--- config.mk ---
export PLATFORM = sky130hd
export DESIGN_NAME = bcd_multi_counter_disp
export DESIGN_NICKNAME = d
export VERILOG_FILES = /design/src/rtl/bcd_multi_counter_disp.sv
export SDC_FILE = /design/constraint.sdc
export NUM_CORES = 1
export LEC_CHECK = 0
export CAP_MARGIN = 20
export CORE_ASPECT_RATIO = 1.2
export CORE_UTILIZATION = 55
export DETAILED_ROUTE_END_ITERATION = 16
export DONT_BUFFER_PORTS = 1
export GPL_TIMING_DRIVEN = 1
export PLACE_DENSITY = 0.67
export SLEW_MARGIN = 5
export SYNTH_ARGS = -nofsm -noshare
export SYNTH_HDL_FRONTEND = slang
export SYNTH_SLANG_ARGS = --single-unit
--- constraint.sdc ---
create_clock -name CK -period 2.8 [get_ports CK]
set_input_delay 0.84 -clock CK [delete_from_list [all_inputs] [get_ports CK]]
set_output_delay 0.84 -clock CK [all_outputs]
set_load 0.005 [all_outputs]
--- src/rtl/bcd_multi_counter_disp.sv ---
// rtl/bcd_multi_counter_disp.sv - DIGITS-decade BCD up/down counter with multiplexed 7-segment scan
// Optional build macro: LEADING_ZERO_BLANK_EN (blank leading-zero digits, digit 0 always shown).
module bcd_multi_counter_disp #(
    parameter int DIGITS   = 4,
    parameter int SCAN_DIV = 1000
) (
    input  logic                  CK,
    input  logic                  Reset,
    input  logic                  Enable,
    input  logic                  Up_Dow,
    input  logic                  Cr,
    input  logic                  Load,
    input  logic [4*DIGITS-1:0]   load_value,
    output logic [4*DIGITS-1:0]   count,
    output logic                  carry_out,
    output logic [6:0]            seg,
    output logic [DIGITS-1:0]     digit_sel
);

    localparam int PW = (SCAN_DIV > 1) ? $clog2(SCAN_DIV) : 1;
    localparam int IW = (DIGITS > 1) ? $clog2(DIGITS) : 1;

    logic [4*DIGITS-1:0] r_count;
    logic                r_carry;
    logic [PW-1:0]       r_pre;
    logic [IW-1:0]       r_idx;
    logic [6:0]          r_seg;
    logic [DIGITS-1:0]   r_sel;

    logic [4*DIGITS-1:0] w_next;
    logic                w_wrap;
    logic                w_low9;
    logic                w_low0;
    logic [3:0]          w_dig;
    logic [3:0]          w_cur;
    logic                w_zero_above;
    logic                w_blank;
    logic [DIGITS-1:0]   w_sel;
    logic [6:0]          w_seg;

    function automatic logic [6:0] f_decode(input logic [3:0] d);
        case (d)
            4'd0:    f_decode = 7'b0111111;
            4'd1:    f_decode = 7'b0000110;
            4'd2:    f_decode = 7'b1011011;
            4'd3:    f_decode = 7'b1001111;
            4'd4:    f_decode = 7'b1100110;
            4'd5:    f_decode = 7'b1101101;
            4'd6:    f_decode = 7'b1111101;
            4'd7:    f_decode = 7'b0000111;
            4'd8:    f_decode = 7'b1111111;
            4'd9:    f_decode = 7'b1101111;
            default: f_decode = 7'b0000000;
        endcase
    endfunction

    // Ripple the "all lower digits at limit" condition up through the decades.
    always_comb begin
        w_next = r_count;
        w_low9 = 1'b1;
        w_low0 = 1'b1;
        w_dig  = 4'd0;
        for (int k = 0; k < DIGITS; k++) begin
            w_dig = r_count[4*k +: 4];
            if (Up_Dow) begin
                if (w_low9)
                    w_next[4*k +: 4] = (w_dig >= 4'd9) ? 4'd0 : w_dig + 4'd1;
            end else begin
                if (w_low0)
                    w_next[4*k +: 4] = (w_dig == 4'd0) ? 4'd9 : w_dig - 4'd1;
            end
            w_low9 = w_low9 & (w_dig == 4'd9);
            w_low0 = w_low0 & (w_dig == 4'd0);
        end
        w_wrap = Up_Dow ? w_low9 : w_low0;
    end

    // Select the scanned digit and decide whether it is a leading zero.
    always_comb begin
        w_cur        = 4'd0;
        w_blank      = 1'b0;
        w_zero_above = 1'b1;
        w_sel        = '0;
        for (int k = DIGITS - 1; k >= 0; k--) begin
            w_zero_above = w_zero_above & (r_count[4*k +: 4] == 4'd0);
            if (r_idx == IW'(k)) begin
                w_cur   = r_count[4*k +: 4];
                w_blank = w_zero_above && (k != 0);
            end
            w_sel[k] = (r_idx == IW'(k));
        end
`ifdef LEADING_ZERO_BLANK_EN
        w_seg = w_blank ? 7'b0000000 : f_decode(w_cur);
`else
        w_seg = f_decode(w_cur);
`endif
    end

    always_ff @(posedge CK or negedge Reset) begin
        if (!Reset) begin
            r_count <= '0;
            r_carry <= 1'b0;
            r_pre   <= '0;
            r_idx   <= '0;
            r_sel   <= DIGITS'(1);
            r_seg   <= 7'b0111111;
        end else begin
            r_carry <= 1'b0;
            if (Cr) begin
                r_count <= '0;
            end else if (Load) begin
                for (int k = 0; k < DIGITS; k++)
                    r_count[4*k +: 4] <= (load_value[4*k +: 4] > 4'd9) ? 4'd9 : load_value[4*k +: 4];
            end else if (Enable) begin
                r_count <= w_next;
                r_carry <= w_wrap;
            end

            if (r_pre == PW'(SCAN_DIV - 1)) begin
                r_pre <= '0;
                r_idx <= (r_idx == IW'(DIGITS - 1)) ? '0 : r_idx + IW'(1);
            end else begin
                r_pre <= r_pre + PW'(1);
            end

            r_sel <= w_sel;
            r_seg <= w_seg;
        end
    end

    assign count     = r_count;
    assign carry_out = r_carry;
    assign seg       = r_seg;
    assign digit_sel = r_sel;

endmodule

==> out/metrics.cfg, run 1 <==
[job]
drv_cap = 0

[worst_setup_path]
cp_top_family = simple AND/OR/NAND/NOR gates
cp_num_cells = 7
crit_path_start_kind = flop
r2r.worst_path.cells = 7
end_kind = flop
slowest_delay_ns = 0.48
timing.rr.start = count[1]$_DFFE_PN0P_
crit_slowest_cell = dfrtp_1
worstPathRequired_ns = 2.96
critPathBufInv = 1
r2r-end = count[10]$_DFFE_PN0P_
worstSetupPathType = flop to flop
regToRegSetupSlack_ns = 0.34
cp_max_fo = 7
arrival_ns = 2.62
cp_cell_sequence = inv_1, ha_1, or3b_4, nor4_4, a221oi_1, a311oi_1, a211oi_1

[logic_synthesis]
ys_seq_elements = 40
yosysUniqueCellTypes = 60
synth_area_um2 = 3008
postSynthCellCount = 347
synth.yosys.seq_area_share_pct = 33.57
avgSynthCellArea_um2 = 8.668
syn_nets = 393
synthArstFlopShare_pct = 100.0
synth_top_flop_cell = dfrtp_1
yosys_warnings = 0
synth_edf_count = 0

[pwr]
power_density_nw_per_um2 = 473.2
power.leakage_uw = 0.001328
seqPwrFrac_pct = 44.6
p_clk_share_pct = 37.8
swShare_pct = 27.35
p_int_uw = 1096
irDropWorstVdd_mv = 0.2188
pwr-share-comb_pct = 17.6
p_sw_uw = 412.4

[global_route]
grt_pass1_wl_um = 11930
grt.total_usage_pct = 25.35
first_global_vias = 2473
antenna_found_initial = 0
grt_remaining_overflow = 0
grt_max_degree = 41

[routing]
vias = 2596
wl_per_cell_um = 16.98
drc_errors = 0
routed_wl_um = 6876
drt_first_iter_violations = 132
vias_per_cell = 6.410
dr.pass1.iters = 4
ant_nets = 0

[die]
num_rows = 29
die_h_um = 83.01
die_w_um = 69.51
initial_utilization_pct = 57.17
core-area_um2 = 5261
die-area_um2 = 5770
pin_count = 50

[timing]
maxSlewViolCount = 0
fin_worst_skew_ns = 0.01145
rsz0062_at_grt = no
hold_viol = 0
relSlewSlack_pct = 53.12
finalSetupViolCount = 0
setup_tns_ns = 0
fin_crit_sh_pct = 87.78
worstMarginPinSlew_ns = 0.6972
fmax_mhz = 406.8
period_needed_ns = 2.458

[clock_tree]
insertion_delay_ns = 0.30
clock_sinks = 40
ctsLongestPathBuffers = 2
cts_tree = done
clk_pin_slew_ns = 0.09
post_cts_resized = 0
cts_setup_buffers = 0
htreeDepth = 2
cts_buffers = 5
clockRootBuffer = clkbuf_8
hold_buffers = 0

[cells_and_area]
diodes = 0
mostFrequentLayoutCell = dfrtp_1
layout_common_cells = 33 x dfrtp_1, 32 x a21oi_1, 32 x nor2_1, 25 x inv_1, 24 x ha_1
nNetsFinal = 388
final_area_um2 = 3187
area_growth_pct = 5.949
layout-drive-gt1-share_pct = 10.20

[outcome]
outcome = complete, no violations

[placed_design]
gp_congestion = 0.8717
place_area_um2 = 3054
hpwl_um = 4930
port-buffer-count = 0

[hold_path]
hp-class = input port to asynchronous set/reset pin

## Yosys cell counts (2+ instances only)
| library cell | instances | share of area [%] |
|---|---|---|
| a21o_1 | 6 | 1.5 |
| ha_1 | 24 | 10 |
| a311oi_1 | 5 | 1.5 |
| a221oi_1 | 2 | 0.58 |
| and3_1 | 4 | 0.83 |
| xnor2_1 | 6 | 1.7 |
| a211oi_1 | 9 | 2.2 |
| a32o_1 | 2 | 0.67 |
| nor3b_1 | 6 | 1.5 |
| nor3_1 | 8 | 1.3 |
| xor2_1 | 3 | 0.87 |
| nor4_1 | 2 | 0.42 |
| o311ai_0 | 2 | 0.58 |
| buf_1 | 2 | 0.25 |
| o21ai_0 | 20 | 3.3 |
| mux2_2 | 4 | 1.5 |
| nand2_1 | 18 | 2.2 |
| o21bai_1 | 3 | 0.75 |
| nand2b_1 | 5 | 1.0 |
| nor2_1 | 32 | 4.0 |
| buf_2 | 4 | 0.67 |
| a31oi_1 | 6 | 1.2 |
| dfrtp_1 | 33 | 27 |
| o32ai_1 | 2 | 0.58 |
| nand3b_1 | 6 | 1.5 |
| or3b_2 | 2 | 0.58 |
| nand3_1 | 12 | 2.0 |
| mux2i_1 | 3 | 1.0 |
| nor2b_1 | 6 | 1.2 |
| a221o_2 | 2 | 0.75 |
| a211o_1 | 2 | 0.58 |
| inv_1 | 25 | 3.1 |
| o31ai_1 | 5 | 1.2 |
| a22oi_1 | 2 | 0.50 |
| dfstp_2 | 7 | 6.1 |
| o221ai_1 | 2 | 0.58 |
| a21oi_1 | 32 | 5.3 |
| clkbuf_1 | 11 | 1.4 |
## flip-flops by register name (all words and copies together), names as in the netlist
register / count
count: 16
carry_out: 1
r_pre: 10
r_idx: 2
seg: 7
digit_sel: 4
## worst max path at each step
stage	startpoint	to	slack, ns
floorplan	r_idx[0]$_DFFE_PN0N_	seg[5]$_DFF_PN1_	0.55
global placement	count[1]$_DFFE_PN0P_	count[12]$_DFFE_PN0P_	0.42
detailed placement	r_idx[0]$_DFFE_PN0N_	seg[3]$_DFF_PN1_	0.36
CTS	r_idx[0]$_DFFE_PN0N_	seg[3]$_DFF_PN1_	0.33
global route	r_idx[0]$_DFFE_PN0N_	seg[3]$_DFF_PN1_	0.08
finish	count[1]$_DFFE_PN0P_	count[10]$_DFFE_PN0P_	0.34
## layout make-up
cell class	count	area, um^2
Clock buffer	6	72.57
Clock inverter	2	60.06
Fill cell	489	2074
Inverter	25	93.84
Multi-Input combinational cell	265	1836
Sequential cell	40	1010
Tap cell	62	77.57
Timing Repair Buffer	5	37.54
## cells by family after synthesis
| logic type | synth area share (%) |
|---|---|
| buffers and inverters | 5.408 |
| AO/OA/AOI/OAI | 25.29 |
| multiplexers | 2.496 |
| flip-flops | 33.57 |
| XOR/XNOR | 2.621 |
| AND/OR/NAND/NOR | 20.63 |
| adder cells (fa/ha/maj) | 9.983 |
## power by group through the flow
stage | logic (uW) | clock network (uW) | registers, uW
after floorplan | 236 | 0 | 660
after global placement | 259 | 0 | 682
after detailed placement | 263 | 0 | 683
after CTS | 265 | 583 | 672
after global routing | 299 | 597 | 678
final | 266 | 570 | 672
## layer usage
layer | global-route usage [%] | wire length (um)
met1 | 32.66 | 2973
met2 | 42.37 | 3457
met3 | 4.005 | 346
met4 | 9.833 | 99
met5 | 0 | 0
## worst register-to-register path, stage by stage, from the launching register on
cell      delay (ns)
dfrtp_1         0.48
inv_1           0.15
ha_1            0.27
or3b_4          0.45
nor4_4          0.33
a221oi_1        0.22
a311oi_1        0.33
a211oi_1        0.09
## metrics by stage
step / utilization (%) / hold WS [ns] / total power (uW) / setup slack, ns / cells
after floorplan: - / 0.4329 / 896.4 / 0.5532 / 347
final: 60.57 / 0.2215 / 1508 / 0.3420 / 405
after CTS: 60.57 / 0.2209 / 1519 / 0.3327 / 405
after global placement: 58.05 / 0.4506 / 941.7 / 0.4236 / 397
after detailed placement: 58.05 / 0.4509 / 945.7 / 0.3570 / 397
after global routing: 60.57 / 0.2143 / 1575 / 0.08110 / 405
Note: power is estimated with default switching activity, not from simulation.
==> inputs of run 2 (changes only) <==
==> constraint.sdc (replaced) <==
create_clock -name CK -period 2.9 [get_ports CK]
set_input_delay 0.87 -clock CK [delete_from_list [all_inputs] [get_ports CK]]
set_output_delay 0.87 -clock CK [all_outputs]
set_load 0.005 [all_outputs]
==> out/metrics.cfg, run 2 (same netlist as run 1, synthesis figures left out) <==
[timing]
setup_tns_ns = 0
fmax_mhz = 406.6
whs_ns = 0.2533
fin_crit_sh_pct = 84.80
worstMarginPinSlew_ns = 0.6723
maxSlewViolCount = 0
fin_worst_skew_ns = 0.01187
hold_viol = 0
rsz0062_at_grt = no
finalSetupViolCount = 0
period_needed_ns = 2.459
relSlewSlack_pct = 54.80

[placed_design]
port-buffer-count = 0
hpwl_um = 4929
gp_congestion = 0.8663

[worst_setup_path]
cp_max_fo = 9
arrival_ns = 2.69
end_kind = flop
cp_cell_sequence = inv_1, ha_1, a21oi_1, a21oi_1, o31ai_1, inv_1, ha_1, nand2_1, o21ai_0, a21o_1
worstSetupPathType = flop to flop
crit_slowest_cell = o31ai_1
crit_path_start_kind = flop
worstPathRequired_ns = 3.13
slowest_delay_ns = 0.57

[die]
core-area_um2 = 5261
num_rows = 29
die-area_um2 = 5770
pin_count = 50
initial_utilization_pct = 57.17
die_h_um = 83.01
die_w_um = 69.51

[cells_and_area]
layout_common_cells = 33 x dfrtp_1, 32 x a21oi_1, 32 x nor2_1, 25 x inv_1, 24 x ha_1
area_growth_pct = 5.699
diodes = 0
nNetsFinal = 387
multiInputGateArea_um2 = 1836
n_fill_cell = 473
largest_register_ffs = 16
seq_area_um2 = 1010
layout-drive-gt1-share_pct = 9.942
mostFrequentLayoutCell = dfrtp_1

[outcome]
outcome = complete, no violations

[global_route]
grt.total_usage_pct = 25.17
grt_pass1_wl_um = 11750
first_global_vias = 2428
antenna_found_initial = 0
grt_max_degree = 41
grt_remaining_overflow = 0

[clock_tree]
insertion_delay_ns = 0.30
clock_sinks = 40
cts_setup_buffers = 0
htreeDepth = 2
hold_buffers = 0
clk_pin_slew_ns = 0.09
cts_tree = done
post_cts_resized = 0
ctsLongestPathBuffers = 2
clockRootBuffer = clkbuf_8
cts_buffers = 5

[job]
drv_cap = 0

[pwr]
power_density_nw_per_um2 = 455.6
power.leakage_uw = 0.001323
irDropWorstVdd_mv = 0.2190

[routing]
ant_nets = 0
routed_wl_um = 6942
wl_per_cell_um = 17.18
dr.pass1.iters = 4
vias_per_cell = 6.470
vias = 2614
drt_first_iter_violations = 108
drc_errors = 0

[hold_path]
hp-class = input port to asynchronous set/reset pin

-- run 2: through the flow --
stage / cell area (um^2) / power, uW / std cells / setup slack [ns] / utilization [%]
finish: 3179 / 1448 / 404 / 0.4407 / 60.43
global route: 3179 / 1512 / 404 / 0.1862 / 60.43
CTS: 3179 / 1453 / 404 / 0.4008 / 60.43
detailed placement: 3047 / 910.5 / 396 / 0.4303 / 57.91
global placement: 3047 / 908.5 / 396 / 0.5232 / 57.91
floorplan: 3008 / 865.5 / 347 / 0.6415 / -
-- run 2: area by class of cell --
| type | instances | area share (%) |
|---|---|---|
| Clock buffer | 6 | 2.283 |
| Clock inverter | 2 | 1.889 |
| Inverter | 25 | 2.952 |
| Multi-Input combinational cell | 265 | 57.73 |
| Sequential cell | 40 | 31.76 |
| Tap cell | 62 | 2.440 |
| Timing Repair Buffer | 4 | 0.9445 |
-- run 2: worst paths after layout --
path,startpoint,to,slack [ns],cells after the start
min reg2reg,r_pre[0]$_DFF_PN0_,r_pre[0]$_DFF_PN0_,0.46,1
max,r_idx[0]$_DFFE_PN0N_,seg[3]$_DFF_PN1_,0.44,10
min,Reset,count[7]$_DFFE_PN0P_,0.25,0
min in group CK,r_pre[0]$_DFF_PN0_,r_pre[0]$_DFF_PN0_,0.46,1
max reg2reg,r_idx[0]$_DFFE_PN0N_,seg[3]$_DFF_PN1_,0.44,10
max in group asynchronous,Reset,seg[0]$_DFF_PN1_,2.45,0
-- run 2: worst max-delay path, delay by kind of cell, from the launching register on --
kind | cells | cell delay [ns]
compound gates | 5 | 1.05
fa+ha+maj | 2 | 0.64
buf+inv | 2 | 0.24
flops | 1 | 0.41
simple gates | 1 | 0.07
-- run 2: report_power, final --
group	total, uW	internal, uW	switching (uW)
sequential	652	596	55.7
combinational	252	116	135
clock	545	344	201
total	1450	1060	392
-- run 2: metal layers --
metal | track usage [%] | vias up | part of all wire [%]
li1 | - | 1259 | -
met1 | 31.77 | 1268 | 43
met2 | 43.95 | 77 | 51
met3 | 4.490 | 10 | 4.7
met4 | 6.679 | 0 | 1.3
met5 | 0 | - | 0
